File: src/rtl/pedal_pkg.sv
// Shared types and constants for the pedal noise gate.
package pedal_pkg;

    typedef logic signed [15:0] sample_t;

    typedef enum logic [2:0] {
        CLOSED,
        ATTACK,
        OPEN,
        HOLD,
        RELEASE
    } gate_state_t;

    localparam logic [8:0] GATE_GAIN_UNITY = 9'd256;
    localparam logic [8:0] GATE_ATK_STEP   = 9'd32;
    localparam logic [8:0] GATE_REL_STEP   = 9'd1;
    localparam int         GATE_ENV_SHIFT  = 4;

endpackage

File: src/rtl/envelope_follower.sv
// Peak envelope follower: instant attack to |sample|, exponential decay by env>>GATE_ENV_SHIFT.
module envelope_follower
    import pedal_pkg::*;
(
    input  logic        clk_48,
    input  logic        rst_n,
    input  sample_t     i_sample,
    output logic [15:0] o_env
);

    logic [15:0] w_mag;
    logic [15:0] r_env;

    // -32768 has no positive counterpart in 16 bits, so it clips to 32767
    function automatic logic [15:0] abs_sat(input sample_t s);
        if (s == 16'sh8000)
            return 16'h7FFF;
        else if (s < 0)
            return $unsigned(-s);
        else
            return $unsigned(s);
    endfunction

    assign w_mag = abs_sat(i_sample);

    always_ff @(posedge clk_48 or negedge rst_n) begin
        if (!rst_n)
            r_env <= '0;
        else if (w_mag > r_env)
            r_env <= w_mag;
        else
            r_env <= r_env - (r_env >> GATE_ENV_SHIFT);
    end

    assign o_env = r_env;

endmodule

File: src/rtl/noise_gate.sv
// Noise gate with hysteresis, hold time and attack/release gain control.
// Define NOISE_GATE_RAMP_EN for ramped attack/release; otherwise gain switches in one sample.
module noise_gate
    import pedal_pkg::*;
(
    input  logic        clk_48,
    input  logic        rst_n,
    input  logic [31:0] x,
    output logic [31:0] y,
    input  logic        en,
    input  logic [15:0] threshold,
    input  logic [11:0] hold_len,
    output logic        gate_open
);

    sample_t     w_sample;
    sample_t     w_scaled;
    logic [15:0] w_env;
    logic        w_above;
    logic        w_below;
    logic [8:0]  w_gain_up;
    logic [8:0]  w_gain_dn;
    logic        w_atk_done;
    logic        w_rel_done;
    logic        w_unused_hi;

    gate_state_t r_state;
    logic [8:0]  r_gain;
    logic [11:0] r_hold_cnt;
    logic        r_gate_open;
    logic [31:0] r_y;

    // gain <= 256 bounds |x*gain| to 2^23, so the 25-bit product never wraps
    function automatic sample_t apply_gain(input sample_t s, input logic [8:0] g);
        logic signed [24:0] s_ext;
        logic signed [24:0] g_ext;
        logic signed [24:0] prod;
        s_ext = {{9{s[15]}}, s};
        g_ext = {16'd0, g};
        prod  = s_ext * g_ext;
        return sample_t'(prod >>> 8);
    endfunction

    assign w_sample    = $signed(x[15:0]);
    assign w_unused_hi = ^x[31:16];

    envelope_follower u_env (
        .clk_48   (clk_48),
        .rst_n    (rst_n),
        .i_sample (w_sample),
        .o_env    (w_env)
    );

    assign w_above = (w_env >= threshold);
    assign w_below = (w_env < (threshold >> 1));

`ifdef NOISE_GATE_RAMP_EN
    assign w_gain_up = (r_gain >= GATE_GAIN_UNITY - GATE_ATK_STEP) ? GATE_GAIN_UNITY
                                                                    : r_gain + GATE_ATK_STEP;
    assign w_gain_dn = (r_gain <= GATE_REL_STEP) ? 9'd0 : r_gain - GATE_REL_STEP;
`else
    assign w_gain_up = GATE_GAIN_UNITY;
    assign w_gain_dn = 9'd0;
`endif

    assign w_atk_done = (w_gain_up == GATE_GAIN_UNITY);
    assign w_rel_done = (w_gain_dn == 9'd0);
    assign w_scaled   = apply_gain(w_sample, r_gain);

    always_ff @(posedge clk_48 or negedge rst_n) begin
        if (!rst_n) begin
            r_state     <= CLOSED;
            r_gain      <= '0;
            r_hold_cnt  <= '0;
            r_gate_open <= 1'b0;
        end else if (!en) begin
            r_state     <= OPEN;
            r_gain      <= GATE_GAIN_UNITY;
            r_gate_open <= 1'b1;
        end else begin
            case (r_state)
                CLOSED: begin
                    r_gain <= '0;
                    if (w_above) begin
                        r_state     <= ATTACK;
                        r_gate_open <= 1'b1;
                    end
                end
                ATTACK: begin
                    r_gain <= w_gain_up;
                    if (w_atk_done)
                        r_state <= OPEN;
                end
                OPEN: begin
                    r_gain <= GATE_GAIN_UNITY;
                    if (w_below) begin
                        r_state    <= HOLD;
                        r_hold_cnt <= hold_len;
                    end
                end
                HOLD: begin
                    if (w_above)
                        r_state <= OPEN;
                    else if (r_hold_cnt == 12'd0)
                        r_state <= RELEASE;
                    else
                        r_hold_cnt <= r_hold_cnt - 12'd1;
                end
                RELEASE: begin
                    // a retrigger resumes the attack from wherever the gain has fallen to
                    if (w_above) begin
                        r_state <= ATTACK;
                    end else begin
                        r_gain <= w_gain_dn;
                        if (w_rel_done) begin
                            r_state     <= CLOSED;
                            r_gate_open <= 1'b0;
                        end
                    end
                end
                default: begin
                    r_state     <= CLOSED;
                    r_gain      <= '0;
                    r_gate_open <= 1'b0;
                end
            endcase
        end
    end

    always_ff @(posedge clk_48 or negedge rst_n) begin
        if (!rst_n)
            r_y <= '0;
        else if (!en)
            r_y <= {{16{w_sample[15]}}, w_sample};
        else
            r_y <= {{16{w_scaled[15]}}, w_scaled};
    end

    assign y         = r_y;
    assign gate_open = r_gate_open;

endmodule

File: config.mk
export PLATFORM = sky130hd
export DESIGN_NAME = noise_gate
export DESIGN_NICKNAME = d
export VERILOG_FILES = /design/src/rtl/pedal_pkg.sv /design/src/rtl/envelope_follower.sv /design/src/rtl/noise_gate.sv
export SDC_FILE = /design/constraint.sdc
export NUM_CORES = 1
export LEC_CHECK = 0
export ABC_AREA = 0
export CAP_MARGIN = 10
export CORE_MARGIN = 5
export CORE_UTILIZATION = 53
export CTS_BUF_LIST = sky130_fd_sc_hd__clkbuf_4
export CTS_CLUSTER_DIAMETER = 60
export DETAILED_ROUTE_END_ITERATION = 10
export PLACE_DENSITY = 0.83
export SYNTH_ARGS = -nofsm -noshare
export SYNTH_HDL_FRONTEND = slang
export SYNTH_SLANG_ARGS = --single-unit
File: constraint.sdc
create_clock -name clk_48 -period 3.5 [get_ports clk_48]
set_clock_uncertainty 0.15 [all_clocks]
set_input_delay 0.7 -clock clk_48 [delete_from_list [all_inputs] [get_ports clk_48]]
set_output_delay 0.7 -clock clk_48 [all_outputs]
set_load 0.01 [all_outputs]
==> results.tsv, run 1 <==
metric	value	unit
crit path max-delay cell type	or3_4	
IO Pins	96	
Async SR Flop Fraction	1.00	
flop and latch count out of synthesis	49	
R2R Path End	u_env.o_env[12]$_DFF_PN0_	
layout cells sized above 1	0.195	
Power Density	824	nW/µm²
crit path to	u_env.o_env[6]$_DFF_PN0_	
Worst Path Arrival	3.97	ns
wire length per cell	17.5	µm
vias in the first global route	4380	
R2R Setup Slk	0.51	ns
Port Buffers	79	
DR DRC count	0	
Worst-Margin Slew	0.724	ns
crit-path cells	buf_6 > or3_4 > or3b_4 > or3_4 > a211oi_2 > a31oi_1 > ha_1 > nand3_2 > or2_4 > a31oi_4 > a211oi_2 > o22ai_2 > buf_6 > buf_8 > nand2_1 > o21ai_4	
Distinct cells, synth	58	
area leader, netlist	dfrtp_1	
RD Place Congestion	0.938	
final worst path period need	3.80	ns
Rows	33	
vias per std cell	5.92	
Final Hold Violating Endpoints	0	
Final Setup Violations	16	
sequential share of the synthesized area	0.284	
Synth top cells by count	60 x ha_1, 54 x nand2_1, 49 x dfrtp_1	
Clock Latency Late Sink	0.38	ns
reg2reg path depth	9	
P&R area growth vs syn	36.3	%
Setup crit start kind	input port	
worst hold-check path type	input port to async pin	
Clock Sinks	49	
dpl ws	-0.971	ns
largest family of logic cells by synthesized area	simple AND/OR/NAND/NOR gates	
area fraction of the dominant cell type after synthesis	0.284	
largest net degree at the start of global routing	50	
vias post-DR	4333	
crit path kind	input port to flop	
initial DRC count	223	
initial cell density of the core	0.533	
Slew Limit Fails	0	
TNS Setup	-4.02	ns
most common cell in the netlist	ha_1	
leakage power	2.69	nW
die area	10000	µm²
CP max FO	7	
Finished Cell Area	5890	µm²
Post-synth EDFFs	0	
FF-to-FF Start	u_env.o_env[4]$_DFF_PN0_	
unrepaired setup endpoints after global routing	true	
simple-gate share of the synthesized area	0.208	
max-capacitance violation count	0	
root buffer cell	clkbuf_4	
multiplexer area fraction after synthesis	0.0200	
predominant post-synthesis flop cell	dfrtp_1	
Total Wirelength	12.8	mm
grt ovf	0	
DP HPWL	9.29	mm
first-pass GRT wire length	20.3	mm
Total GRT Usage	0.244	
ANT cells	0	
post-layout util	0.727	
Final Worst Setup Slack	-0.303	ns
max frequency	0.263	GHz
Die Span Y	100	µm
compound-cell area share of the yosys netlist	0.190	
critical path required time	3.67	ns
H-tree depth	2	
CP endpoint kind	flop	
Syn Area/Cell	8.51	µm²
chip width	100	µm
failing checks	negative setup slack	
fin crit share	1.09	
outcome	finished, violations left	
Peak VDD IR	0.487	mV
Slew Limit Headroom	0.516	
antenna violations before repair	0	
drt first pass iters	5	
largest cells by area after synthesis	dfrtp_1 28%, ha_1 17%, nand2_1 4.7%, a21oi_1 3.5%, inv_1 3.5%	
Slowest Stage Delay on Critical Path	0.40	ns
Mapped Nets	631	
placed cell areas	5490	µm²
CTS tree	yes	
Synth Instances	507	
Core Area	8090	µm²
Yosys warning count	0	
clk buf depth	2	
# hold bufs at CTS	0	
adder-cell share of the synthesized area	0.181	
TritonCTS Buffers	5	
clk slew on worst S/H paths	0.15	ns
Setup crit start	x[4]	
Post-Synthesis Cell Area	4320	µm²
Final Hold Slack	0.00482	ns
XOR/XNOR share of the synthesized area	0.0426	
final antenna-violating net count	0	
fin nets	750	
==> layout make-up <==
class                           instances  area [µm²]
Tap cell                              105         131
Multi-Input combinational cell        389        3010
Inverter                               40         150
Clock inverter                          3        17.5
Fill cell                             579        2210
Sequential cell                        49        1230
Timing Repair Buffer                  141        1310
Clock buffer                            5        37.5
==> state kept, by name, summed over array words and instances, names as in the netlist <==
register / count
r_hold_cnt: 12
u_env.o_env: 16
r_gain: 1
y: 16
r_state: 3
gate_open: 1
==> worst max-delay path: cells and delay by family <==
kind / cells / cell delay (ns)
buffers and inverters: 3 / 0.40
AND/OR/NAND/NOR: 6 / 1.65
adder cells (fa/ha/maj): 1 / 0.36
AO/OA/AOI/OAI: 6 / 0.85
==> layout by cell type, fill, tap and decap left out, drive strengths merged, types with 8 or more instances in the layout <==
cell,n
a211oi,10
a21oi,30
and2,19
buf,66
clkdlybuf4s50,68
dfrtp,49
ha,60
inv,40
nand2,54
nand2b,8
nand3,10
nor2,28
nor2b,9
nor3,16
o211ai,12
o21ai,19
or3,9
xor2,15
==> stage by stage <==
stage               std cells  power (W)
floorplan                 507    0.00309
global placement          715    0.00378
detailed placement        715    0.00398
CTS                       729    0.00465
global route              732    0.00521
finish                    732    0.00485
==> metal layers <==
layer | GRT usage | vias to the layer above | part of all wire
li1 | - | 2042 | -
met3 | 0.0403 | 36 | 0.049
met1 | 0.288 | 2110 | 0.40
met5 | 0 | - | 0
met4 | 0.0912 | 0 | 0.028
met2 | 0.442 | 145 | 0.52
==> worst min-delay path by stage <==
stage,start,endpoint,slack (ns),cells past startpoint
after floorplan,rst_n,gate_open$_DFFE_PN0P_,0.25,0
after global placement,r_hold_cnt[10]$_DFFE_PN0P_,r_hold_cnt[10]$_DFFE_PN0P_,0.37,1
after detailed placement,r_hold_cnt[10]$_DFFE_PN0P_,r_hold_cnt[10]$_DFFE_PN0P_,0.40,1
after CTS,rst_n,r_hold_cnt[11]$_DFFE_PN0P_,0.41,1
after global routing,rst_n,u_env.o_env[5]$_DFF_PN0_,0.02,1
final,rst_n,u_env.o_env[5]$_DFF_PN0_,0.005,1
==> timing repair <==
action,in CTS,in global routing
setup endpoints to repair,16,27
pin swaps,13,15
cloned,1,0
setup buffers,5,3
endpoints found under the hold margin,0,0
gates resized for setup,60,21
==> kinds of logic (layout without fill, tap and decap cells) <==
kind of cell | Yosys count | after routing
buffers and inverters | 69 | 189
XOR/XNOR | 21 | 21
flip-flops | 49 | 49
AO/OA/AOI/OAI | 123 | 123
adder cells (fa/ha/maj) | 62 | 62
multiplexers | 8 | 8
AND/OR/NAND/NOR | 175 | 175
==> power breakdown <==
group,switching [W],total (W),internal (W)
registers,0.000268,0.00104,0.000775
clock network,0.000192,0.000269,0.0000761
logic,0.00190,0.00354,0.00164
total,0.00236,0.00485,0.00249
Power figures use the tool's default switching activity.
==> run 2, diff against run 1 <==
- CORE_MARGIN: 5 -> 2
==> run 2 against run 1 <==
Effect of this change:
- the run still ends with negative setup slack left
- worst setup slack worse by 0.16 ns
- sequential cell count did not move
- via count is 9.0% higher
- die area decreased by 12%
- utilization is 4.4 points higher
- register-to-register slack worse by 0.02 ns
- first-iteration DRC count is 74% higher
- non-clock buffer count grew 12
- critical path depth shrank 1
- wire length rose by 18%
- total power rose by 6.4%
- critical endpoint is now u_env.o_env[0]$_DFF_PN0_
==> results.tsv, run 2 (synthesized netlist as in run 1, its figures left out) <==
metric	value	unit	change
clk buf depth	2		unchanged
crit-path cells	buf_6 > or3_4 > or3b_4 > or3_4 > a211oi_4 > a31oi_4 > ha_4 > nand3_4 > or2_4 > a31oi_4 > a211oi_2 > o22ai_2 > buf_6 > buf_12 > mux2i_2		
crit path max-delay cell type	or3b_4		
TNS Setup	-6.51	ns	-2.49 ns
RD Place Congestion	0.940		+0.21%
fin nets	762		+1.6%
Worst Path Arrival	4.12	ns	+0.15 ns
Slew Limit Headroom	0.545		+0.0291
Finished Cell Area	6020	µm²	+2.3%
leakage power	2.76	nW	+2.6%
crit path buf inv count	3		unchanged
DP HPWL	9.02	mm	-2.9%
CP endpoint kind	flop		
CP max FO	5		-2
H-tree depth	2		unchanged
Rows	32		-3.0%
placed cell areas	5470	µm²	-0.30%
crit path kind	input port to flop		
internal power	0.00259	W	+4.0%
drt first pass iters	5		unchanged
fin crit share	1.13		+0.0444
Slew Limit Fails	0		unchanged
initial DRC count	389		+74%
most frequent cells in the layout	69 x clkdlybuf4s50_1, 65 x buf_4, 58 x ha_1		
Clk pwr share	0.052		-0.003
Slowest Stage Delay on Critical Path	0.41	ns	about the same
vias in the first global route	4467		+2.0%
critical path required time	3.66	ns	about the same
root buffer cell	clkbuf_4		
ANT cells	0		unchanged
clk slew on worst S/H paths	0.15	ns	about the same
CTS tree	yes		
post-layout util	0.771		+0.0439
TritonCTS Buffers	5		unchanged
max frequency	0.253	GHz	-3.9%
Die Span Y	94.2	µm	-6.0%
Total Wirelength	15.1	mm	+18%
vias post-DR	4723		+9.0%
layout cells sized above 1	0.218		+0.0233
antenna violations before repair	0		unchanged
Total GRT Usage	0.294		+0.0496
Comb pwr share	0.743		+0.013
final antenna-violating net count	0		unchanged
DR DRC count	0		unchanged
Clock Sinks	49		unchanged
Core Area	7810	µm²	-3.5%
Worst-Margin Slew	0.681	ns	-0.0435 ns
Peak VDD IR	0.641	mV	+32%
reg2reg path depth	10		+1
initial cell density of the core	0.553		+0.0195
grt ovf	0		unchanged
P&R area growth vs syn	39.5	%	
Final Setup Violations	16		unchanged
R2R Setup Slk	0.49	ns	-0.02 ns
delay-heaviest family, CP	simple AND/OR/NAND/NOR gates		
Final Worst Setup Slack	-0.458	ns	-0.156 ns
Final Hold Violating Endpoints	0		unchanged
commonest non-fill, non-tap cell in the layout	clkdlybuf4s50_1		
Clock Latency Late Sink	0.38	ns	about the same
worst hold-check path type	input port to async pin		
largest net degree at the start of global routing	50		unchanged
share of power burned in registers	0.204		-0.011
Port Buffers	79		unchanged
outcome	finished, violations left		
switching share of power	0.499		+0.0116
R2R Path End	u_env.o_env[12]$_DFF_PN0_		
Setup crit start kind	input port		
wire length per cell	20.4	µm	+16%
unrepaired setup endpoints after global routing	true		
chip width	94.2	µm	-6.0%
filler instances	485		-16%
Power Density	857	nW/µm²	+4.0%
max-capacitance violation count	0		unchanged
Switch Pwr	0.00257	W	+9.0%
final worst path period need	3.96	ns	+0.156 ns
first-pass GRT wire length	20.7	mm	+2.2%
die area	8880	µm²	-12%
IO Pins	96		unchanged
FF-to-FF Start	u_env.o_env[0]$_DFF_PN0_		
vias per std cell	6.38		+7.8%
failing checks	negative setup slack		
[run 2: changes by cell type in the layout (fill, tap and decap cells not counted), moves of 2 or more]
cell       previous run  this run
nand2_1              48        44
a21oi_1              28        26
nand2_4               2         5
a211oi_2              3         1
buf_4                53        65
buf_8                 2         0
clkinv_2              2         0
clkbuf_16             0         2
o21ai_2               7         9
a21oi_2               1         4
[run 2: worst max path at each step]
stage / slack, ns / to / start / cells past startpoint
after global routing: -0.52 / u_env.o_env[0]$_DFF_PN0_ / x[2] / 15
after detailed placement: -1.03 / u_env.o_env[0]$_DFF_PN0_ / x[3] / 15
after global placement: -0.86 / u_env.o_env[12]$_DFF_PN0_ / x[3] / 14
final: -0.46 / u_env.o_env[0]$_DFF_PN0_ / x[2] / 15
after CTS: -0.20 / u_env.o_env[14]$_DFF_PN0_ / x[2] / 14
after floorplan: -0.44 / u_env.o_env[11]$_DFF_PN0_ / x[3] / 12
[run 2: worst register-to-register path, stage by stage, from the launching register on]
cell and delay, ns:
dfrtp_1 0.43, inv_1 0.09, ha_1 0.23, fa_1 0.42, nand2b_1 0.18, a21oi_1 0.28, o221ai_1 0.24, a21oi_1 0.34
nor2_1 0.10, xnor2_1 0.17, mux2_4 0.28
[run 2: timing repair]
item,4_1_cts,5_1_grt
endpoints found under the setup margin,16,17
pin swaps,12,8
cloned,0,2
hold buffers,0,0
resized for setup,45,44
buffers inserted,16,3
[run 2: metal layers]
metal  vias up  global-route usage  part of all wire
met5         -                   0                 0
met3       148              0.0506             0.079
met2       311               0.539              0.48
li1       2078                   -                 -
met1      2186               0.336              0.35
met4         0               0.120             0.083
[run 2: cell type report]
type                            instances  area [µm²]  share of cell area
Tap cell                              102         128              0.0212
Clock buffer                            6        45.0             0.00748
Clock inverter                          1        3.75            0.000623
Timing Repair Buffer                  153        1410               0.234
Inverter                               40         150              0.0249
Sequential cell                        49        1230               0.204
Multi-Input combinational cell        389        3060               0.508
[run 2: stage by stage]
stage	power (W)	hold WS (ns)	std cells	worst slack, ns
2_1_floorplan	0.00309	0.254	507	-0.442
3_3_place_gp	0.00377	0.372	712	-0.859
3_5_place_dp	0.00396	0.378	712	-1.03
4_1_cts	0.00442	0.400	735	-0.198
5_1_grt	0.00546	0.0410	740	-0.522
6_report	0.00516	0.0405	740	-0.458
[run 2: power by group through the flow]
| stage | Sequential [W] | Clock, W | Combinational [W] |
|---|---|---|---|
| floorplan | 0.000959 | 0 | 0.00213 |
| global placement | 0.00103 | 0 | 0.00274 |
| detailed placement | 0.00105 | 0 | 0.00291 |
| CTS | 0.00104 | 0.000266 | 0.00312 |
| global route | 0.00107 | 0.000293 | 0.00410 |
| finish | 0.00105 | 0.000270 | 0.00384 |
